## src/rtl/key_debounce_array_if.sv

```systemverilog
// rtl/key_debounce_array_if.sv - key pin and debounced event bundle for key_debounce_array
interface key_debounce_array_if #(
  parameter int N_KEYS = 4
);
  logic [N_KEYS-1:0] Key_In;
  logic [N_KEYS-1:0] Key_Level;
  logic [N_KEYS-1:0] Press_Pulse;
  logic [N_KEYS-1:0] Release_Pulse;
  logic [N_KEYS-1:0] Long_Pulse;

  modport master (
    output Key_In,
    input  Key_Level,
    input  Press_Pulse,
    input  Release_Pulse,
    input  Long_Pulse
  );

  modport slave (
    input  Key_In,
    output Key_Level,
    output Press_Pulse,
    output Release_Pulse,
    output Long_Pulse
  );
endinterface

```

## src/rtl/key_debounce_array.sv

```systemverilog
// rtl/key_debounce_array.sv - N-channel key debouncer with press/release/long-press pulses
// All channels share one 1 ms tick; each channel has its own synchroniser and FSM.
module key_debounce_array #(
  parameter int          N_KEYS    = 4,
  parameter logic [15:0] T1MS      = 16'd49_999,
  parameter int          DB_MS     = 10,
  parameter int          LONG_MS   = 1000,
  parameter int          REPEAT_MS = 0
) (
  input  logic CLK,
  input  logic RST_N,
  key_debounce_array_if.slave kif
);

  typedef enum logic [1:0] {IDLE, WAIT_DN, DOWN, WAIT_UP} state_t;

  localparam logic [7:0]  DB_LAST  = 8'(DB_MS - 1);
  localparam logic [15:0] LONG_W   = 16'(LONG_MS);
  localparam logic [15:0] REP_LAST = (REPEAT_MS == 0) ? 16'd0 : 16'(REPEAT_MS - 1);
  localparam bit          LONG_EN  = (LONG_MS != 0);
  localparam bit          REP_EN   = (REPEAT_MS != 0);

  logic [15:0]       pre_q;
  logic              tick;
  logic [N_KEYS-1:0] sync1, sync2;
  logic [N_KEYS-1:0] lvl_vec, press_vec, rel_vec, long_vec;

  assign tick = (pre_q == T1MS);

  always_ff @(posedge CLK or negedge RST_N) begin
    if (!RST_N) begin
      pre_q <= '0;
      sync1 <= '1;
      sync2 <= '1;
    end else begin
      pre_q <= tick ? '0 : pre_q + 16'd1;
      sync1 <= kif.Key_In;
      sync2 <= sync1;
    end
  end

  for (genvar k = 0; k < N_KEYS; k++) begin : g_ch
    state_t      state_q, state_d;
    logic [7:0]  db_q, db_d;
    logic [15:0] hold_q, hold_d, rep_q, rep_d, hold_inc;
    logic        lvl_q, lvl_d, press_q, press_d, rel_q, rel_d, long_q, long_d;
    logic        p;

    assign p        = ~sync2[k];
    assign hold_inc = (hold_q == 16'hFFFF) ? hold_q : hold_q + 16'd1;

    always_ff @(posedge CLK or negedge RST_N) begin
      if (!RST_N) begin
        state_q <= IDLE;
        db_q    <= '0;
        hold_q  <= '0;
        rep_q   <= '0;
        lvl_q   <= 1'b0;
        press_q <= 1'b0;
        rel_q   <= 1'b0;
        long_q  <= 1'b0;
      end else begin
        state_q <= state_d;
        db_q    <= db_d;
        hold_q  <= hold_d;
        rep_q   <= rep_d;
        lvl_q   <= lvl_d;
        press_q <= press_d;
        rel_q   <= rel_d;
        long_q  <= long_d;
      end
    end

    always_comb begin
      state_d = state_q;
      db_d    = db_q;
      hold_d  = hold_q;
      rep_d   = rep_q;
      lvl_d   = lvl_q;
      press_d = 1'b0;
      rel_d   = 1'b0;
      long_d  = 1'b0;
      case (state_q)
        IDLE: begin
          if (p) begin
            state_d = WAIT_DN;
            db_d    = '0;
          end
        end
        WAIT_DN: begin
          if (!p) begin
            state_d = IDLE;
            db_d    = '0;
          end else if (tick) begin
            if (db_q == DB_LAST) begin
              state_d = DOWN;
              db_d    = '0;
              hold_d  = '0;
              lvl_d   = 1'b1;
              press_d = 1'b1;
            end else begin
              db_d = db_q + 8'd1;
            end
          end
        end
        DOWN: begin
          if (!p) begin
            state_d = WAIT_UP;
            db_d    = '0;
          end else if (tick) begin
            hold_d = hold_inc;
            // The saturation guard stops LONG_MS=65535 from re-firing once hold_cnt is pinned.
            if (LONG_EN && hold_q != 16'hFFFF && hold_inc == LONG_W) begin
              long_d = 1'b1;
              rep_d  = '0;
            end else if (LONG_EN && REP_EN && hold_q >= LONG_W) begin
              if (rep_q == REP_LAST) begin
                long_d = 1'b1;
                rep_d  = '0;
              end else begin
                rep_d = rep_q + 16'd1;
              end
            end
          end
        end
        WAIT_UP: begin
          // Returning to DOWN keeps hold_cnt so the long-press timeline resumes.
          if (p) begin
            state_d = DOWN;
            db_d    = '0;
          end else if (tick) begin
            if (db_q == DB_LAST) begin
              state_d = IDLE;
              db_d    = '0;
              lvl_d   = 1'b0;
              rel_d   = 1'b1;
            end else begin
              db_d = db_q + 8'd1;
            end
          end
        end
        default: begin
          state_d = IDLE;
          db_d    = '0;
        end
      endcase
    end

    assign lvl_vec[k]   = lvl_q;
    assign press_vec[k] = press_q;
    assign rel_vec[k]   = rel_q;
    assign long_vec[k]  = long_q;
  end

  assign kif.Key_Level     = lvl_vec;
  assign kif.Press_Pulse   = press_vec;
  assign kif.Release_Pulse = rel_vec;
  assign kif.Long_Pulse    = long_vec;

endmodule

```

## src/flat_wrapper.sv

```systemverilog
// flat-port wrapper written by rule: the top's interface ports become plain ports
module key_debounce_array_flat 
#(
  parameter int          N_KEYS    = 4,
  parameter logic [15:0] T1MS      = 16'd49_999,
  parameter int          DB_MS     = 10,
  parameter int          LONG_MS   = 1000,
  parameter int          REPEAT_MS = 0
)
  (CLK, RST_N, kif_Key_In, kif_Key_Level, kif_Press_Pulse, kif_Release_Pulse, kif_Long_Pulse);
  key_debounce_array_if #(.N_KEYS(N_KEYS)) kif_i ();
  input  logic CLK;
  input  logic RST_N;
  input wire logic [$bits(kif_i.Key_In)-1:0] kif_Key_In;
  output wire logic [$bits(kif_i.Key_Level)-1:0] kif_Key_Level;
  output wire logic [$bits(kif_i.Press_Pulse)-1:0] kif_Press_Pulse;
  output wire logic [$bits(kif_i.Release_Pulse)-1:0] kif_Release_Pulse;
  output wire logic [$bits(kif_i.Long_Pulse)-1:0] kif_Long_Pulse;
  assign kif_i.Key_In = kif_Key_In;
  assign kif_Key_Level = kif_i.Key_Level;
  assign kif_Press_Pulse = kif_i.Press_Pulse;
  assign kif_Release_Pulse = kif_i.Release_Pulse;
  assign kif_Long_Pulse = kif_i.Long_Pulse;
  key_debounce_array #(.N_KEYS(N_KEYS), .T1MS(T1MS), .DB_MS(DB_MS), .LONG_MS(LONG_MS), .REPEAT_MS(REPEAT_MS)) u_core (.CLK(CLK), .RST_N(RST_N), .kif(kif_i));
endmodule
```

## config.mk

```make
export PLATFORM = sky130hd
export DESIGN_NAME = key_debounce_array_flat
export DESIGN_NICKNAME = d
export VERILOG_FILES = /design/src/rtl/key_debounce_array_if.sv /design/src/rtl/key_debounce_array.sv /design/src/flat_wrapper.sv
export SDC_FILE = /design/constraint.sdc
export NUM_CORES = 1
export LEC_CHECK = 0
export BUFFER_PORTS_ARGS = -buffer_cell sky130_fd_sc_hd__buf_2
export CAP_MARGIN = 20
export CORE_MARGIN = 2
export CORE_UTILIZATION = 41
export CTS_BUF_LIST = sky130_fd_sc_hd__clkbuf_16
export CTS_CLUSTER_SIZE = 16
export DETAILED_ROUTE_END_ITERATION = 8
export GPL_ROUTABILITY_DRIVEN = 0
export GPL_TIMING_DRIVEN = 0
export PLACE_DENSITY = 0.55
export SETUP_SLACK_MARGIN = 0.15
export SYNTH_ARGS = -nofsm -noshare
export SYNTH_HDL_FRONTEND = slang
export SYNTH_SLANG_ARGS = --single-unit
```

## constraint.sdc

```tcl
create_clock -name CLK -period 2.3 [get_ports CLK]
set_input_delay 0.115 -clock CLK [delete_from_list [all_inputs] [get_ports CLK]]
set_output_delay 0.115 -clock CLK [all_outputs]
set_load 0.02 [all_outputs]
```

==> flow_metrics.tcl, run 1 <==
set metrics [dict create \
    power_switching_uw 1341 \
    area_growth_pct 22.01 \
    cp_slowest_cell "dfrtp_1" \
    synth_area_per_cell_um2 8.608 \
    cp_max_fo 6 \
    synthCells 1013 \
    routedWlPerCell_um 16.69 \
    crit_arrival_ns 2.44 \
    worst_pin_slew_ns 0.6090 \
    antenna_left 0 \
    drtIter0Drc 477 \
    fin_crit_sh_pct 91.62 \
    die_h_um 149.8 \
    cp_num_cells 8 \
    yosys-top-cells-area "dfrtp_1 39%, a21oi_1 4.5%, o21ai_0 4.5%" \
    synth_edf_count 0 \
    grt_pass1_wl_um 37550 \
    rsz0062_at_grt "true" \
    ys_ff_latch 144 \
    via_count 8081 \
    combinationalPowerShare_pct 5.3 \
    switching_share_pct 24.12 \
    ys_types 69 \
    setup_ws_ns 0.1926 \
    nNetsFinal 1120 \
    power_density_nw_per_um2 522.8 \
    hold_violations 0 \
    cts_made_buffers 17 \
    rows 53 \
    wl_um 23190 \
    clkSlewWorstSetupHoldPaths_ns 0.06 \
    ios 22 \
    dr.pass1.iters 6 \
    seqPwrFrac_pct 46.6 \
    outcome "finished, final reports clean" \
    synth_nets 1032 \
    cp-start-kind "register" \
    hold_ws_ns 0.2240 \
    yosys.area.top_type "dfrtp_1" \
    syn_area_um2 8720 \
    hp-class "input port to async pin" \
    slew_violations 0 \
    fmax_mhz 474.5 \
    leakagePower_uw 0.004265 \
    synth_top_area_share_pct 39.03 \
    die_x_um 149.8 \
    grt_overflow_total 0 \
    reg2reg_depth 8 \
    start_util_pct 41.61 \
    synth_common_cells "136 x dfrtp_1, 85 x nand2_1, 78 x a21oi_1, 78 x o21ai_0, 66 x nand3_1" \
    n_antenna_cell 0 \
    core_um2 20960 \
    power.internal_uw 4221 \
    setup_viol 0 \
    critPathBufInv 2 \
    synth-async-reset-ratio_pct 100.0 \
    clock_skew_ns 0.008671 \
    final_util_pct 50.77 \
    max_stage_delay_ns 0.40 \
    grt_usage_pct 20.93 \
    fin_cells 1389 \
    antenna_found_initial 0 \
    synth_most_common_cell "dfrtp_1" \
    ir_drop_uv 495.4 \
    maxCapViolations 0 \
    cts_root_buf "clkbuf_16" \
    avgViaCountPerCell 5.818 \
    place_ws_ns -0.6450 \
    clk_path_buf_depth 2 \
    detailed_place_hpwl_um 14830 \
    htree_levels 4 \
    grt_max_degree 85 \
    port_buffers 21 \
    synthFlopType "dfrtp_1" \
    power_uw 5563 \
    max-slew-margin-rel_pct 59.40 \
    crit_family "simple AND/OR/NAND/NOR gates" \
    fin_crit_ns 2.107 \
    ys_seq_area_share_pct 41.44 \
    dieArea_um2 22450 \
    fillCellCount 2004 \
    layout-drive-gt1-share_pct 21.63 \
    dp_cells 1310 \
    clockPowerShare_pct 48.1 \
    worstPathCellList "ha_4, and3_4, clkbuf_8, and4_4, buf_8, o2111ai_1, a2111o_1, nor4_2" \
    worstSetupPathType "register to register" \
    grt_pass1_vias 7339 \
    clkLatencyLatePin_ns 0.43 \
    clock_sink_count 144 \
    cts_tree "built" \
    yosys_warnings 0 \
    drcViolationCount 0 \
    crit_required_ns 2.63 \
    end_kind "register" \
]
-- cell families (layout without fill, tap and decap cells) --
group,after synthesis,after routing,share of synthesized area (%)
simple gates,445,445,27.75
fa+ha+maj,13,13,1.865
flops,144,144,41.44
buf+inv,108,209,5.697
compound gates,250,250,17.64
mux,18,18,2.095
xor+xnor,35,35,3.516
-- cell usage in the layout (no fill, tap or decap), types with 13 or more instances in the layout --
cell type / netlist / layout
mux2i_1: 16 / 16
o21ai_0: 78 / 52
clkbuf_16: 0 / 18
and2_1: 21 / 21
nor3_1: 35 / 26
a211oi_1: 15 / 14
buf_2: 15 / 32
buf_4: 17 / 61
nor4_1: 26 / 15
xnor2_1: 22 / 22
nand2_1: 85 / 85
and3_1: 29 / 25
xor2_1: 13 / 13
inv_1: 38 / 39
and4_1: 17 / 16
dfrtp_1: 136 / 126
o21ai_1: 0 / 24
nor2_1: 65 / 57
nand3_1: 66 / 64
a21oi_1: 78 / 75
nand4_1: 49 / 49
-- routing by layer --
metal	vias up	share of wire (%)	global-route usage (%)
li1	3923	-	-
met1	3903	48	30.56
met2	228	45	31.37
met3	27	5.0	3.537
met4	0	1.4	7.170
met5	-	0	0
-- power groups by stage --
| stage | Combinational (µW) | Sequential (µW) | Clock [µW] |
|---|---|---|---|
| 3_5_place_dp | 280 | 2630 | 0 |
| 2_1_floorplan | 172 | 2630 | 0 |
| 3_3_place_gp | 272 | 2630 | 0 |
| 5_1_grt | 336 | 2590 | 2830 |
| 6_report | 294 | 2590 | 2680 |
| 4_1_cts | 289 | 2590 | 2740 |
-- flip-flops by register name (all words and copies together) (netlist names), named ones only --
register / count
u_core.g_ch.long_q: 4
u_core.g_ch.state_q: 4
u_core.sync2: 4
u_core.g_ch.rel_q: 4
u_core.g_ch.hold_q: 64
u_core.g_ch.lvl_q: 4
u_core.pre_q: 16
u_core.g_ch.db_q: 32
u_core.g_ch.press_q: 4
u_core.sync1: 4
-- worst paths after layout --
check                                               start                         endpoint  slack, ns
worst max-delay path            u_core.pre_q[0]$_DFF_PN0_  u_core.g_ch[3].long_q$_DFF_PN0_       0.19
min in group CLK                            kif_Key_In[1]        u_core.sync1[1]$_DFF_PN1_       0.32
worst max register to register  u_core.pre_q[0]$_DFF_PN0_  u_core.g_ch[3].long_q$_DFF_PN0_       0.19
worst min register to register  u_core.sync1[0]$_DFF_PN1_        u_core.sync2[0]$_DFF_PN1_       0.36
max in group asynchronous                           RST_N        u_core.sync2[0]$_DFF_PN1_       1.22
worst min-delay path                                RST_N  u_core.g_ch[3].long_q$_DFF_PN0_       0.22
-- area by class of cell --
| cell class | instances | area (µm²) | area share (%) |
|---|---|---|---|
| inverter | 38 | 142.6 | 1.341 |
| multi-input combinational | 761 | 4945 | 46.48 |
| sequential | 144 | 3626 | 34.08 |
| clock inverter | 15 | 127.6 | 1.200 |
| clock buffer | 17 | 425.4 | 3.999 |
| buffer | 68 | 504.2 | 4.739 |
| tap | 275 | 344.1 | 3.234 |
| timing repair buffer | 71 | 524.3 | 4.928 |
-- stage by stage --
step	setup TNS [ns]	area [µm²]
final	0	10640
after global routing	0	10640
after CTS	0	10260
after detailed placement	-29.31	9203
after global placement	-178.57	9169
after floorplan	0	8720
-- what timing repair did --
| action | CTS | global route |
|---|---|---|
| buffers inserted | 20 | 20 |
| cloned | 3 | 1 |
| endpoints found under the setup margin | 128 | 87 |
| endpoints found under the hold margin | 61 | 0 |
| resized for setup | 92 | 93 |
| pin swaps | 12 | 14 |
| hold buffers | 5 | 0 |
Power figures use the tool's default switching activity.
==> run 2: changes to the inputs <==
--- a/config.mk
+++ b/config.mk
@@ -8,3 +8,2 @@
 export BUFFER_PORTS_ARGS = -buffer_cell sky130_fd_sc_hd__buf_2
-export CAP_MARGIN = 20
 export CORE_MARGIN = 2
==> constraint.sdc (replaced) <==
create_clock -name CLK -period 2.3 [get_ports CLK]
set_input_delay 0.345 -clock CLK [delete_from_list [all_inputs] [get_ports CLK]]
set_output_delay 0.345 -clock CLK [all_outputs]
set_load 0.02 [all_outputs]
==> run 2 against run 1 <==
Against the previous run:
- routed wire length unchanged
- clock power about the same
- final area unchanged
- critical path depth unchanged
- combinational power about the same
- fmax unchanged
- first-iteration DRC count unchanged
- sequential share of layout area unchanged
- cell count unchanged
- via count unchanged
- core utilization unchanged
==> flow_metrics.tcl, run 2 (same netlist as run 1, synthesis figures left out) <==
set metrics [dict create \
    dr.pass1.iters 6 \
    end_kind "register" \
    n_antenna_cell 0 \
    layout-drive-gt1-share_pct 21.63 \
    nNetsFinal 1120 \
    regMostFlops "u_core.g_ch.hold_q" \
    fmax_mhz 474.5 \
    cp-start-kind "register" \
    setup_viol 0 \
    grt_usage_pct 20.93 \
    worst_pin_slew_ns 0.6090 \
    maxCapViolations 0 \
    grt_max_degree 85 \
    antenna_left 0 \
    outcome "finished, final reports clean" \
    slew_violations 0 \
    largest_reg_flops 64 \
    hp-class "register to register" \
    clock_sink_count 144 \
    seqPwrFrac_pct 46.6 \
    via_count 8081 \
    cp_slowest_cell "dfrtp_1" \
    max_stage_delay_ns 0.40 \
    crit_arrival_ns 2.44 \
    antenna_found_initial 0 \
    clkSlewWorstSetupHoldPaths_ns 0.06 \
    routedWlPerCell_um 16.69 \
    start_util_pct 41.61 \
    hold_violations 0 \
    switching_share_pct 24.12 \
    power_switching_uw 1341 \
    clkLatencyLatePin_ns 0.43 \
    fillCellCount 2004 \
    layout_common_cells "126 x dfrtp_1, 85 x nand2_1, 75 x a21oi_1, 64 x nand3_1, 61 x buf_4" \
    leakagePower_uw 0.004265 \
    worstSetupPathType "register to register" \
    power.internal_uw 4221 \
    clockPowerShare_pct 48.1 \
    grt_pass1_wl_um 37550 \
    core_um2 20960 \
    fin_crit_ns 2.107 \
    drtIter0Drc 477 \
    grt_pass1_vias 7339 \
    cts_root_buf "clkbuf_16" \
    place_ws_ns -0.6450 \
    crit_required_ns 2.63 \
    avgViaCountPerCell 5.818 \
    setup_ws_ns 0.1926 \
    fin_crit_sh_pct 91.62 \
    die_x_um 149.8 \
    max-slew-margin-rel_pct 59.40 \
    dieArea_um2 22450 \
    cts_made_buffers 17 \
    clock_skew_ns 0.008671 \
    rows 53 \
    cts_tree "built" \
    detailed_place_hpwl_um 14830 \
    die_h_um 149.8 \
    wl_um 23190 \
    power_density_nw_per_um2 522.8 \
    rsz0062_at_grt "true" \
    cp_max_fo 6 \
    htree_levels 4 \
    area_growth_pct 22.01 \
    worstPathCellList "ha_4, and3_4, clkbuf_8, and4_4, buf_8, o2111ai_1, a2111o_1, nor4_2" \
    port_buffers 21 \
    grt_overflow_total 0 \
    clk_path_buf_depth 2 \
    ir_drop_uv 495.4 \
    hold_ws_ns 0.3562 \
    drcViolationCount 0 \
    ios 22 \
    combinationalPowerShare_pct 5.3 \
    mostFrequentLayoutCell "dfrtp_1" \
    largestRegisters "u_core.g_ch.hold_q x64, u_core.g_ch.db_q x32, u_core.pre_q x16" \
]
-- run 2: cell counts in the layout (fill, tap and decap cells not counted) --
No cell type changed its count.
-- run 2: cell type report --
cell class	instances	area, µm²	share of cell area [%]
Clock buffer	17	425.4	3.999
Clock inverter	15	127.6	1.200
Timing Repair Buffer	71	524.3	4.928
Sequential cell	144	3626	34.08
Multi-Input combinational cell	761	4945	46.48
Tap cell	275	344.1	3.234
Buffer	68	504.2	4.739
Inverter	38	142.6	1.341
-- run 2: power by group through the flow --
stage                     Clock [µW]  Sequential, µW  Combinational (µW)
after global placement             0            2630                 272
after CTS                       2740            2590                 289
final                           2680            2590                 294
after detailed placement           0            2630                 280
after floorplan                    0            2630                 172
after global routing            2830            2590                 336
-- run 2: critical path: cells and delay by family (launching register included) --
kind                     cells  cell delay (ns)
AO/OA/AOI/OAI                2             0.45
adder cells (fa/ha/maj)      1             0.16
buffers and inverters        2             0.27
flip-flops                   1             0.40
AND/OR/NAND/NOR              3             0.72
-- run 2: final timing paths --
check | slack, ns | startpoint | depth (start not counted) | to
worst min-delay path | 0.36 | u_core.sync1[0]$_DFF_PN1_ | 0 | u_core.sync2[0]$_DFF_PN1_
worst max-delay path | 0.19 | u_core.pre_q[0]$_DFF_PN0_ | 8 | u_core.g_ch[3].long_q$_DFF_PN0_
min in group asynchronous | 0.45 | RST_N | 2 | u_core.g_ch[3].long_q$_DFF_PN0_
max in group asynchronous | 0.99 | RST_N | 3 | u_core.sync2[0]$_DFF_PN1_
worst min register to register | 0.36 | u_core.sync1[0]$_DFF_PN1_ | 0 | u_core.sync2[0]$_DFF_PN1_
worst max register to register | 0.19 | u_core.pre_q[0]$_DFF_PN0_ | 8 | u_core.g_ch[3].long_q$_DFF_PN0_
-- run 2: per-layer routing --
layer | up-vias | GRT usage, % | routed length [µm]
li1 | 3923 | - | -
met1 | 3903 | 30.56 | 11230
met2 | 228 | 31.37 | 10490
met3 | 27 | 3.537 | 1156
met4 | 0 | 7.170 | 314
met5 | - | 0 | 0
-- run 2: stage by stage --
stage	power [µW]	cells	cell area [µm²]	TNS, ns	utilization [%]
finish	5563	1389	10640	0	50.77
global route	5763	1389	10640	0	50.77
CTS	5615	1369	10260	0	48.95
detailed placement	2914	1310	9203	-29.31	43.92
global placement	2906	1309	9169	-211.69	43.75
floorplan	2801	1013	8720	0	-
-- run 2: what timing repair did --
action	CTS	global route
setup buffers	20	20
resized for setup	92	93
pin swaps	12	14
endpoints found under the hold margin	61	0
endpoints found under the setup margin	128	87
hold buffers	5	0
cloned	3	1
==> run 3: changes to the inputs <==
Settings changed: BUFFER_PORTS_ARGS -buffer_cell sky130_fd_sc_hd__buf_2 to default, DONT_BUFFER_PORTS from default to 1, PLACE_DENSITY 0.55 to 0.54.
==> run 3 against run 2 <==
Against the previous run:
- the flow now finishes with violations (negative hold slack)
- die area unchanged
- register-to-register slack got worse by 0.04 ns
- sequential cell count unchanged
- via count decreased by 3.8%
- power increased by 4.6%
- setup slack got worse by 0.043 ns
- sequential share of layout area increased by 0.48 points
- worst hold slack got worse by 0.74 ns
- cell count decreased by 2.7%
==> flow_metrics.tcl, run 3 (same netlist as run 1, synthesis figures left out) <==
set metrics [dict create \
    mostFrequentLayoutCell "dfrtp_1" \
    largestRegisters "u_core.g_ch.hold_q x64, u_core.g_ch.db_q x32, u_core.pre_q x16" \
    worstSetupPathType "register to register" \
    largest_reg_flops 64 \
    clock_skew_ns 0.006484 \
    dieArea_um2 22450 \
    fmax_mhz 465.1 \
    cp-start-kind "register" \
    grt_max_degree 145 \
    via_count 7777 \
    avgViaCountPerCell 5.756 \
    htree_levels 4 \
    n_antenna_cell 0 \
    grt_pass1_vias 7215 \
    gr-usage-met2_pct 32.19 \
    wl_um 23240 \
    die_x_um 149.8 \
    detailed_place_hpwl_um 14850 \
    grt_busiest_layer "met2" \
    slew_violations 0 \
    start_util_pct 41.61 \
    area_growth_pct 20.25 \
    antenna_left 0 \
    clkLatencyLatePin_ns 0.43 \
    grt_use_met1_pct 30.39 \
    fin_crit_ns 2.150 \
    antenna_found_initial 0 \
    clk_path_buf_depth 2 \
    hold_violations 144 \
    cts_tree "built" \
    final_util_pct 50.04 \
    nNetsFinal 1083 \
    hold_buffers 4 \
    drcViolationCount 0 \
    routedWlPerCell_um 17.20 \
    violations "negative hold slack" \
    regMostFlops "u_core.g_ch.hold_q" \
    drtIter0Drc 455 \
    fin_cells 1351 \
    layout_common_cells "128 x dfrtp_1, 85 x nand2_1, 73 x a21oi_1, 63 x nand3_1, 60 x o21ai_0" \
    clock_sink_count 144 \
    worst_pin_slew_ns 0.6292 \
    port_buffers 0 \
    rows 53 \
    reg2reg_depth 5 \
    rsz0062_at_grt "true" \
    max-slew-margin-rel_pct 57.67 \
    cts_root_buf "clkbuf_16" \
    use_met3_pct 3.354 \
    outcome "finished with violations" \
    cts_made_buffers 17 \
    cp_max_fo 10 \
    maxCapViolations 0 \
    power_density_nw_per_um2 554.8 \
    grt_pass1_wl_um 37430 \
    layout-drive-gt1-share_pct 19.14 \
    r2r_slack_ns 0.15 \
    ir_drop_uv 492.0 \
    crit_arrival_ns 2.40 \
    hold_ws_ns -0.3836 \
    r2r-end "u_core.g_ch[2].press_q$_DFF_PN0_" \
    clkSlewWorstSetupHoldPaths_ns 0.06 \
    core_um2 20960 \
    dr.pass1.iters 5 \
    setup_viol 0 \
    dp_cells 1288 \
    grt_usage_pct 20.95 \
    power_uw 5818 \
    fin_crit_sh_pct 93.49 \
    end_kind "register" \
    leakagePower_uw 0.004105 \
    ios 22 \
    crit_required_ns 2.55 \
    r2r-start "u_core.pre_q[7]$_DFF_PN0_" \
    die_h_um 149.8 \
    grt_overflow_total 0 \
    hp-class "input port to async pin" \
]
run 3: final cells by class:
cell class | count | area [µm²]
Sequential cell | 144 | 3623
Inverter | 38 | 142.6
Multi-Input combinational cell | 761 | 4974
Buffer | 69 | 495.5
Clock buffer | 17 | 425.4
Clock inverter | 14 | 197.7
Fill cell | 1975 | 10470
Timing Repair Buffer | 33 | 282.8
Tap cell | 275 | 344.1
run 3: worst max-delay path, cell delays in order, from the launching register on:
cell and delay, ns:
dfrtp_2 0.42, nor4b_4 0.37, nand4_1 0.17, buf_4 0.21, clkbuf_2 0.27, nor4_1 0.53
run 3: how the worst max path moves through the flow:
stage,start,endpoint,slack (ns),cells past startpoint
global route,u_core.pre_q[7]$_DFF_PN0_,u_core.g_ch[3].long_q$_DFF_PN0_,0.05,6
global placement,u_core.pre_q[0]$_DFF_PN0_,u_core.g_ch[3].hold_q[5]$_DFFE_PN0P_,-0.62,10
CTS,u_core.pre_q[11]$_DFF_PN0_,u_core.g_ch[1].hold_q[1]$_DFFE_PN0P_,0.11,5
floorplan,u_core.pre_q[0]$_DFF_PN0_,u_core.g_ch[2].hold_q[1]$_DFFE_PN0P_,0.20,10
detailed placement,u_core.pre_q[0]$_DFF_PN0_,u_core.g_ch[3].hold_q[5]$_DFFE_PN0P_,-0.62,10
finish,u_core.pre_q[7]$_DFF_PN0_,u_core.g_ch[2].press_q$_DFF_PN0_,0.15,5
run 3: repair_timing:
action / CTS / global route
resized for setup: 70 / 108
endpoints found under the hold margin: 148 / 144
endpoints found under the setup margin: 128 / 96
pin swaps: 7 / 16
buffers inserted: 14 / 13
cloned: 1 / 1
run 3: metrics by stage:
| step | TNS (ns) | cell area (µm²) | setup WS, ns |
|---|---|---|---|
| 2_1_floorplan | 0 | 8720 | 0.1988 |
| 3_3_place_gp | -29.60 | 9064 | -0.6190 |
| 3_5_place_dp | -28.64 | 9064 | -0.6241 |
| 4_1_cts | 0 | 10050 | 0.1054 |
| 5_1_grt | 0 | 10490 | 0.04858 |
| 6_report | 0 | 10490 | 0.1498 |
run 3: power by group:
part	internal (µW)	switching, µW	leakage (µW)
Clock	1900	1090	0.000309
Sequential	2570	23.0	0.00195
Combinational	79.5	161	0.00185
run 3: layer usage:
metal / up-vias / wire [µm] / part of all wire (%)
met5: - / 0 / 0
met4: 0 / 299 / 1.3
met3: 24 / 723 / 3.1
met2: 133 / 10660 / 46
met1: 3774 / 11560 / 50
li1: 3846 / - / -
